$ cat src/rtl/williams_blt_mem_arb_if.sv
// Bus bundle between the blitter/CPU/memory and the blitter memory arbiter.
// Handshake: blitter holds blt_rd or blt_wr (with address/data) until blt_ack; ack then holds until an en_e_n=1 edge.
interface williams_blt_mem_arb_if;
  logic        en_e_n;
  logic        blt_halt;
  logic        cpu_ba;
  logic        cpu_halt_n;
  logic        halt_ack;
  logic        blt_rd;
  logic        blt_wr;
  logic [15:0] blt_addr;
  logic [7:0]  blt_wdata;
  logic [1:0]  blt_nib_en;
  logic        blt_ack;
  logic [7:0]  blt_rdata;
  logic [15:0] cpu_addr;
  logic [7:0]  cpu_wdata;
  logic        cpu_we;
  logic [7:0]  cpu_rdata;
  logic [15:0] mem_addr;
  logic [7:0]  mem_wdata;
  logic        mem_rd;
  logic        mem_wr;
  logic [7:0]  mem_rdata;

  modport slave (
    input  en_e_n, blt_halt, cpu_ba, blt_rd, blt_wr, blt_addr, blt_wdata, blt_nib_en,
           cpu_addr, cpu_wdata, cpu_we, mem_rdata,
    output cpu_halt_n, halt_ack, blt_ack, blt_rdata, cpu_rdata,
           mem_addr, mem_wdata, mem_rd, mem_wr
  );

  modport master (
    output en_e_n, blt_halt, cpu_ba, blt_rd, blt_wr, blt_addr, blt_wdata, blt_nib_en,
           cpu_addr, cpu_wdata, cpu_we, mem_rdata,
    input  cpu_halt_n, halt_ack, blt_ack, blt_rdata, cpu_rdata,
           mem_addr, mem_wdata, mem_rd, mem_wr
  );
endinterface

$ cat src/rtl/williams_blt_mem_arb.sv
// Blitter/CPU memory arbiter: halts the CPU, then runs blitter reads, writes and
// nibble-masked read-modify-writes with a fixed strobe width.
module williams_blt_mem_arb #(
  parameter int WAIT_STATES = 2
) (
  input  logic                    clk,
  input  logic                    rst,
  williams_blt_mem_arb_if.slave   bus,
  output logic [2:0]              dbg_state
);

  typedef enum logic [2:0] {
    S_IDLE, S_GRANT_WAIT, S_BLT_IDLE, S_RD, S_WR, S_RMW_RD, S_RMW_WR, S_ACK
  } state_t;

  localparam logic [3:0] LAST = 4'(WAIT_STATES);

  state_t     state;
  logic [3:0] cnt;
  logic [7:0] rdata_q;
  logic [7:0] merge_q;
  logic       cpu_halt_n_q;
  logic       halt_ack_q;
  logic       blt_ack_q;
  logic [7:0] merged;

  always_ff @(posedge clk) begin
    if (rst) begin
      state        <= S_IDLE;
      cnt          <= 4'd0;
      rdata_q      <= 8'h00;
      merge_q      <= 8'h00;
      cpu_halt_n_q <= 1'b1;
      halt_ack_q   <= 1'b0;
      blt_ack_q    <= 1'b0;
    end else begin
      cpu_halt_n_q <= !bus.blt_halt;
      case (state)
        S_IDLE: if (bus.blt_halt) state <= S_GRANT_WAIT;
        S_GRANT_WAIT: begin
          if (bus.blt_halt && bus.cpu_ba) begin
            state      <= S_BLT_IDLE;
            halt_ack_q <= 1'b1;
          end else if (!bus.blt_halt) begin
            state <= S_IDLE;
          end
        end
        // cpu_ba is deliberately not looked at again until the bus is handed back.
        S_BLT_IDLE: begin
          cnt <= 4'd0;
          if (!bus.blt_halt) begin
            state      <= S_IDLE;
            halt_ack_q <= 1'b0;
          end else if (bus.blt_rd) begin
            state <= S_RD;
          end else if (bus.blt_wr) begin
            case (bus.blt_nib_en)
              2'b11:        state <= S_WR;
              2'b01, 2'b10: state <= S_RMW_RD;
              default: begin
                state     <= S_ACK;
                blt_ack_q <= 1'b1;
              end
            endcase
          end
        end
        S_RD: begin
          if (cnt == LAST) begin
            rdata_q   <= bus.mem_rdata;
            state     <= S_ACK;
            blt_ack_q <= 1'b1;
          end else begin
            cnt <= cnt + 4'd1;
          end
        end
        S_WR, S_RMW_WR: begin
          if (cnt == LAST) begin
            state     <= S_ACK;
            blt_ack_q <= 1'b1;
          end else begin
            cnt <= cnt + 4'd1;
          end
        end
        S_RMW_RD: begin
          if (cnt == LAST) begin
            merge_q <= bus.mem_rdata;
            state   <= S_RMW_WR;
            cnt     <= 4'd0;
          end else begin
            cnt <= cnt + 4'd1;
          end
        end
        S_ACK: begin
          if (bus.en_e_n) begin
            state     <= S_BLT_IDLE;
            blt_ack_q <= 1'b0;
          end
        end
        default: state <= S_IDLE;
      endcase
    end
  end

  assign merged = {bus.blt_nib_en[1] ? bus.blt_wdata[7:4] : merge_q[7:4],
                   bus.blt_nib_en[0] ? bus.blt_wdata[3:0] : merge_q[3:0]};

  // The CPU owns the memory bus combinationally only while the arbiter is idle.
  always_comb begin
    if (state == S_IDLE) begin
      bus.mem_addr  = bus.cpu_addr;
      bus.mem_wdata = bus.cpu_wdata;
      bus.mem_rd    = !bus.cpu_we;
      bus.mem_wr    = bus.cpu_we && bus.en_e_n;
    end else begin
      bus.mem_addr  = bus.blt_addr;
      bus.mem_wdata = (state == S_RMW_WR) ? merged : bus.blt_wdata;
      bus.mem_rd    = (state == S_RD) || (state == S_RMW_RD);
      bus.mem_wr    = (state == S_WR) || (state == S_RMW_WR);
    end
  end

  assign bus.cpu_rdata  = bus.mem_rdata;
  assign bus.cpu_halt_n = cpu_halt_n_q;
  assign bus.halt_ack   = halt_ack_q;
  assign bus.blt_ack    = blt_ack_q;
  assign bus.blt_rdata  = rdata_q;
  assign dbg_state      = state;

endmodule

$ cat src/flat_wrapper.sv
// flat-port wrapper written by rule: the top's interface ports become plain ports
module williams_blt_mem_arb_flat 
#(
  parameter int WAIT_STATES = 2
)
  (clk, rst, dbg_state, bus_en_e_n, bus_blt_halt, bus_cpu_ba, bus_blt_rd, bus_blt_wr, bus_blt_addr, bus_blt_wdata, bus_blt_nib_en, bus_cpu_addr, bus_cpu_wdata, bus_cpu_we, bus_mem_rdata, bus_cpu_halt_n, bus_halt_ack, bus_blt_ack, bus_blt_rdata, bus_cpu_rdata, bus_mem_addr, bus_mem_wdata, bus_mem_rd, bus_mem_wr);
  williams_blt_mem_arb_if bus_i ();
  input  logic clk;
  input  logic rst;
  output logic [2:0] dbg_state;
  input wire logic [$bits(bus_i.en_e_n)-1:0] bus_en_e_n;
  input wire logic [$bits(bus_i.blt_halt)-1:0] bus_blt_halt;
  input wire logic [$bits(bus_i.cpu_ba)-1:0] bus_cpu_ba;
  input wire logic [$bits(bus_i.blt_rd)-1:0] bus_blt_rd;
  input wire logic [$bits(bus_i.blt_wr)-1:0] bus_blt_wr;
  input wire logic [$bits(bus_i.blt_addr)-1:0] bus_blt_addr;
  input wire logic [$bits(bus_i.blt_wdata)-1:0] bus_blt_wdata;
  input wire logic [$bits(bus_i.blt_nib_en)-1:0] bus_blt_nib_en;
  input wire logic [$bits(bus_i.cpu_addr)-1:0] bus_cpu_addr;
  input wire logic [$bits(bus_i.cpu_wdata)-1:0] bus_cpu_wdata;
  input wire logic [$bits(bus_i.cpu_we)-1:0] bus_cpu_we;
  input wire logic [$bits(bus_i.mem_rdata)-1:0] bus_mem_rdata;
  output wire logic [$bits(bus_i.cpu_halt_n)-1:0] bus_cpu_halt_n;
  output wire logic [$bits(bus_i.halt_ack)-1:0] bus_halt_ack;
  output wire logic [$bits(bus_i.blt_ack)-1:0] bus_blt_ack;
  output wire logic [$bits(bus_i.blt_rdata)-1:0] bus_blt_rdata;
  output wire logic [$bits(bus_i.cpu_rdata)-1:0] bus_cpu_rdata;
  output wire logic [$bits(bus_i.mem_addr)-1:0] bus_mem_addr;
  output wire logic [$bits(bus_i.mem_wdata)-1:0] bus_mem_wdata;
  output wire logic [$bits(bus_i.mem_rd)-1:0] bus_mem_rd;
  output wire logic [$bits(bus_i.mem_wr)-1:0] bus_mem_wr;
  assign bus_i.en_e_n = bus_en_e_n;
  assign bus_i.blt_halt = bus_blt_halt;
  assign bus_i.cpu_ba = bus_cpu_ba;
  assign bus_i.blt_rd = bus_blt_rd;
  assign bus_i.blt_wr = bus_blt_wr;
  assign bus_i.blt_addr = bus_blt_addr;
  assign bus_i.blt_wdata = bus_blt_wdata;
  assign bus_i.blt_nib_en = bus_blt_nib_en;
  assign bus_i.cpu_addr = bus_cpu_addr;
  assign bus_i.cpu_wdata = bus_cpu_wdata;
  assign bus_i.cpu_we = bus_cpu_we;
  assign bus_i.mem_rdata = bus_mem_rdata;
  assign bus_cpu_halt_n = bus_i.cpu_halt_n;
  assign bus_halt_ack = bus_i.halt_ack;
  assign bus_blt_ack = bus_i.blt_ack;
  assign bus_blt_rdata = bus_i.blt_rdata;
  assign bus_cpu_rdata = bus_i.cpu_rdata;
  assign bus_mem_addr = bus_i.mem_addr;
  assign bus_mem_wdata = bus_i.mem_wdata;
  assign bus_mem_rd = bus_i.mem_rd;
  assign bus_mem_wr = bus_i.mem_wr;
  williams_blt_mem_arb #(.WAIT_STATES(WAIT_STATES)) u_core (.clk(clk), .rst(rst), .bus(bus_i), .dbg_state(dbg_state));
endmodule
$ cat config.mk
export PLATFORM = sky130hd
export DESIGN_NAME = williams_blt_mem_arb_flat
export DESIGN_NICKNAME = d
export VERILOG_FILES = /design/src/rtl/williams_blt_mem_arb_if.sv /design/src/rtl/williams_blt_mem_arb.sv /design/src/flat_wrapper.sv
export SDC_FILE = /design/constraint.sdc
export NUM_CORES = 1
export LEC_CHECK = 0
export ABC_CLOCK_PERIOD_IN_PS = 5200
export CORE_UTILIZATION = 55
export DETAILED_ROUTE_END_ITERATION = 7
export DONT_BUFFER_PORTS = 1
export GPL_TIMING_DRIVEN = 1
export PLACE_DENSITY = 0.76
export SLEW_MARGIN = 20
export SYNTH_ARGS = -nofsm -noshare
export SYNTH_HDL_FRONTEND = slang
export SYNTH_SLANG_ARGS = --single-unit
$ cat constraint.sdc
create_clock -name clk -period 5.2 [get_ports clk]
set_input_delay 1.04 -clock clk [delete_from_list [all_inputs] [get_ports clk]]
set_output_delay 1.04 -clock clk [all_outputs]
set_load 0.01 [all_outputs]
# == Word-level counts from Yosys, hierarchy flattened ==
# Cells that the tools add are included.
# word_totals
register_bits,26
# op_classes
n_addsub,1
eq_ne,24
muxes,31
reduce_logical,19
# ops
cell,n
$mux 3,9
$pmux 3 s6,1
$mux 16,1
$mux 4,4
$mux 8,2
$ne 2x2->1 const B,8
$eq 3x3->1 const B,4
$pmux 4 s3,1
$mux 1,10
$reduce_and 7->1,1
$eq 3x2->1 const B,2
$ne 2x1->1 const B,3
$reduce_and 2->1,3
$reduce_and 6->1,1
$reduce_bool 3->1,2
$reduce_or 3->1,2
$add 4x1->4 const B,1
$eq 2x2->1 const B,2
$eq 4x2->1 const B,1
$ne 4x4->1 const B,1
$pmux 2 s2,1
$eq 3x1->1 const B,1
$logic_not 3->1,1
$ne 3x2->1 const B,1
9 further kinds,12

# == Longest topological paths before layout ==
# logic_depth
word_depth,7
mapped_depth,6
depth_no_buf,6

# == Worst setup path after synthesis ==
# Ideal clock, no wire load.
# synth_path
path_kind,input to output
from,input bus_blt_nib_en[0]
to,output bus_mem_wdata[0]
arrival_ns,1.678
required_ns,4.160
slack_ns,2.482
stages,3
n_path_buf,0
path_cell_list,nor3_4 > mux2i_1 > o21ai_0
# synth_between
elab_chain_len,3
# synth_lines
item,line_no,rtl
start: declaration,flat_wrapper.sv:18,input wire logic [$bits(bus_i.blt_nib_en)-1:0] bus_blt_nib_en;
$mux 4,williams_blt_mem_arb.sv:105,bus.blt_nib_en[0] ? bus.blt_wdata[3:0] : merge_q[3:0]};
$mux 8,williams_blt_mem_arb.sv:116,bus.mem_wdata = (state == S_RMW_WR) ? merged : bus.blt_wdata;
$mux 8,williams_blt_mem_arb.sv:109,if (state == S_IDLE) begin
end: declaration,flat_wrapper.sv:29,output wire logic [$bits(bus_i.mem_wdata)-1:0] bus_mem_wdata;
# No other way between the ends.

# == Worst setup path after layout ==
# layout_path
from,register u_core.state[2] (netlist: u_core.dbg_state[2])
to,output bus_mem_wdata[2]
# layout_between
elab_chain_len,3
elab_cells_between_ends,4
# layout_lines
item,line_no,rtl
start: declaration,williams_blt_mem_arb.sv:18,state_t state;
start signal: assignment,williams_blt_mem_arb.sv:29,state <= S_IDLE;
start signal: assignment,williams_blt_mem_arb.sv:39,S_IDLE: if (bus.blt_halt) state <= S_GRANT_WAIT;
start signal: assignment,williams_blt_mem_arb.sv:42,state <= S_BLT_IDLE;
$eq 3x3->1,williams_blt_mem_arb.sv:116,
$mux 8,williams_blt_mem_arb.sv:116,
$mux 8 (*),williams_blt_mem_arb.sv:109,
# Every way passes the cells marked *; elsewhere a longest branch is shown, timed or not.

==> results.md <==
- Final worst slack: just under 2000 ps
- # H-tree levels: 1
- Area grow syn2layout: 0.0000571%
- Post-route ant nets: 0
- Placement Setup Slack: between 2000 and 2500 ps
- Cell family with most CP delay: flip-flops
- Endpoints failing setup: 0
- WL/cell: 18.8 um
- Depth of the worst register-to-register path: 4
- Critical path, cell by cell: nand2_2 -> nor3_4 -> mux2i_1 -> o21ai_0
- Global-route wire length before repair: 6240 um
- # clock sinks: 26
- Max FO, Critical Path: 20
- Worst Skew: 5.41 ps
- Minimum clock period: 3250 ps
- Most common library cells after synthesis: 26 x dfxtp_1, 25 x mux2i_1, 21 x nor2_1
- Iteration-0 DRC Markers: 106
- DP HPWL: 3340 um
- Capturing point of the worst reg2reg path: u_core.dbg_state[1]
- Yosys reg bits: 26
- Die area: 0.00341 sq mm
- Slew Viols, Final: 0
- Post-route clock period utilization: a little over three fifths
- Setup crit end: bus_mem_wdata[2]
- Crit Path Class: reg2out
- Final hold vios: 0
- Total gr overflow: 0
- Main synth FF type: dfxtp_1
- Synth Area in Simple Gates: between 20% and 30%
- Most numerous cell in the Yosys netlist: dfxtp_1
- I/O Buffers: 0
- TritonRoute pass-1 iters: 4
- Cell count after synthesis: a little under 200
- Worst Setup SP: u_core.dbg_state[2]
- Num rows: 20
- Crit end category: output pin
- Worst-Margin Slew: 867 ps
- Starting density of the core: between 50 and 60%
- Setup tns final: 0 ps
- Yosys warns: 0
- Synth top area share: 29.7%
- Largest stage delay, worst path: 850 ps
- Slew HR: approximately 42%
- Sequential area share after synthesis: 29.7%
- Power Density: 226 mW/mm^2
- CP Launch Type: flop
- Worst EP arrival: between 2000 and 2500 ps
- DRT Wirelength: 4350 um
- Reg-to-reg startpoint: u_core.dbg_state[2]
- Netlist cell types: 46
- Vias: 1,462
- CTS resizes: 0
- GPL Wtd Cong: 0.884
- Mean Syn Cell Area: 8.84 sq um
- Hold Crit Class: reg2reg
- Slowest CP cell: dfxtp_1
- WP buf/inv: 0
- Synth Net Count: 266
- Num CTS Buffers: 3
- Largest family of logic cells by synthesized area: multiplexers
- Number of synthesized flops with an enable pin: 0
- Compound-Gate Fraction of Synth Area: 15.2%
- Clock buffer depth: 2
- Largest net degree at the start of global routing: 34
- Outcome: finished, final reports clean
- CTS root buffer: clkbuf_4
- Post-Syn Area: 0.00175 sq mm
- RSZ-0062 raised after global routing: no
- Fill cells: 271
- Die Width: between 50 and 60 um
- Vias in the first global route: 1,288
- DRC Markers: 0
- Critical path depth in cells: 4
- Flop-to-flop setup slack: between 3000 and 4000 ps
- DR vias/cell: 6.33
- Layout cells sized above 1: 18.4%
- TritonCTS clock tree: built
- # Post-CTS Setup Buffers: 0
- Xor-xnor portion of the synthesized cell area: 0%
- Adder-cell share of the synthesized area: 1.43%
- Core area: 0.00303 sq mm
- DIE HEIGHT: 58.4 um
- Dominant cell type by area after synthesis: dfxtp_1
- Tot GR Track Use: 24.5%
- Worst EP required: approximately 4200 ps
- Clock Latency Late Sink: roughly 330 ps
- Max Freq: 0.307 GHz
- Clk slew on worst S/H paths: 140 ps
- Post-synthesis mux area share: approximately a quarter
- IO Count: 114
- Initial antenna violation count: 0
- Post-synth ARST share: 0%
- Max_cap viols: 0
- Top cells by area, synth: dfxtp_1 30%, mux2i_1 14%, mux2_2 10%
- Cts hold-fix bufs: 0
- Max IR drop VDD: 0.151 mV
- Final layout net count: between 200 and 300
- Leakage power: 0.745 nW
flip-flops by register name (all words and copies together) (netlist names):
| register | flops |
|---|---|
| u_core.bus.blt_ack | 1 |
| u_core.bus.halt_ack | 1 |
| u_core.merge_q | 8 |
| u_core.bus.blt_rdata | 8 |
| u_core.dbg_state | 3 |
| u_core.bus.cpu_halt_n | 1 |
| u_core.cnt | 4 |
report_power, final:
group / internal (W) / total (W) / switching, W / leakage (nW)
clock network: 0.0000429 / 0.000104 / 0.0000611 / 0.0210
logic: 0.0000361 / 0.0000810 / 0.0000449 / 0.514
registers: 0.000202 / 0.000211 / 0.00000924 / 0.210
worst min-delay path by stage:
stage / to / slack [ps] / depth (start not counted) / from
after floorplan: u_core.merge_q[0] / 460 / 2 / u_core.merge_q[0]
after global placement: u_core.merge_q[6] / 480 / 2 / u_core.merge_q[6]
after detailed placement: u_core.merge_q[0] / 490 / 2 / u_core.merge_q[0]
after CTS: u_core.merge_q[4] / 530 / 2 / u_core.merge_q[4]
after global routing: u_core.merge_q[0] / 550 / 2 / u_core.merge_q[0]
final: u_core.merge_q[4] / 530 / 2 / u_core.merge_q[4]
logic make-up (layout without fill, tap and decap cells):
group	after synthesis	count (layout)
fa+ha+maj	2	2
flops	26	26
simple gates	64	64
mux	42	42
other cells	0	2
compound gates	41	41
buf+inv	23	10
layer usage:
layer / up-vias / routed length (um) / global-route usage [%]
met5: - / 0 / 0
met4: 0 / 62 / 6.46
met3: 8 / 507 / 5.71
met2: 86 / 1870 / 34.5
met1: 687 / 1920 / 37.2
li1: 681 / - / -
metrics by stage:
stage	std cells	utilization (%)	cell area (sq um)	power (W)	hold WS, ps
3_5_place_dp	224	56.0	1690	0.000293	494
5_1_grt	229	57.6	1750	0.000412	552
4_1_cts	228	57.1	1730	0.000394	529
6_report	231	57.8	1750	0.000396	529
2_1_floorplan	198	-	1750	0.000293	463
3_3_place_gp	224	56.0	1690	0.000290	475
worst register-to-register path: cells and delay by family (launching register included):
kind | cells | cell delay [ps]
AND/OR/NAND/NOR | 1 | 660
AO/OA/AOI/OAI | 2 | 320
multiplexers | 1 | 300
flip-flops | 1 | 580
layout by cell type, fill, tap and decap left out, drive strengths merged, types with 2 or more instances in the layout:
cell	Yosys	routed
mux2	17	17
a21oi	7	7
o211ai	2	2
nor2b	2	2
dfxtp	26	26
o21ai	16	16
nand2	20	20
nor3b	2	2
ha	2	2
clkbuf	3	4
mux2i	25	25
a31oi	2	2
inv	5	5
nand2b	3	3
nor2	21	21
nor3	5	5
diode	0	2
nand3	3	3
o221ai	2	2
area by class of cell:
cell class | instances | area (sq um) | area share (%)
Clock buffer | 4 | 36.3 | 2.07
Inverter | 5 | 18.8 | 1.07
Tap cell | 44 | 55.1 | 3.15
Sequential cell | 26 | 520 | 29.7
Multi-Input combinational cell | 149 | 1100 | 62.8
Timing Repair Buffer | 1 | 15.0 | 0.858
Antenna cell | 2 | 5.00 | 0.286
(Power assumes the default switching activity.)
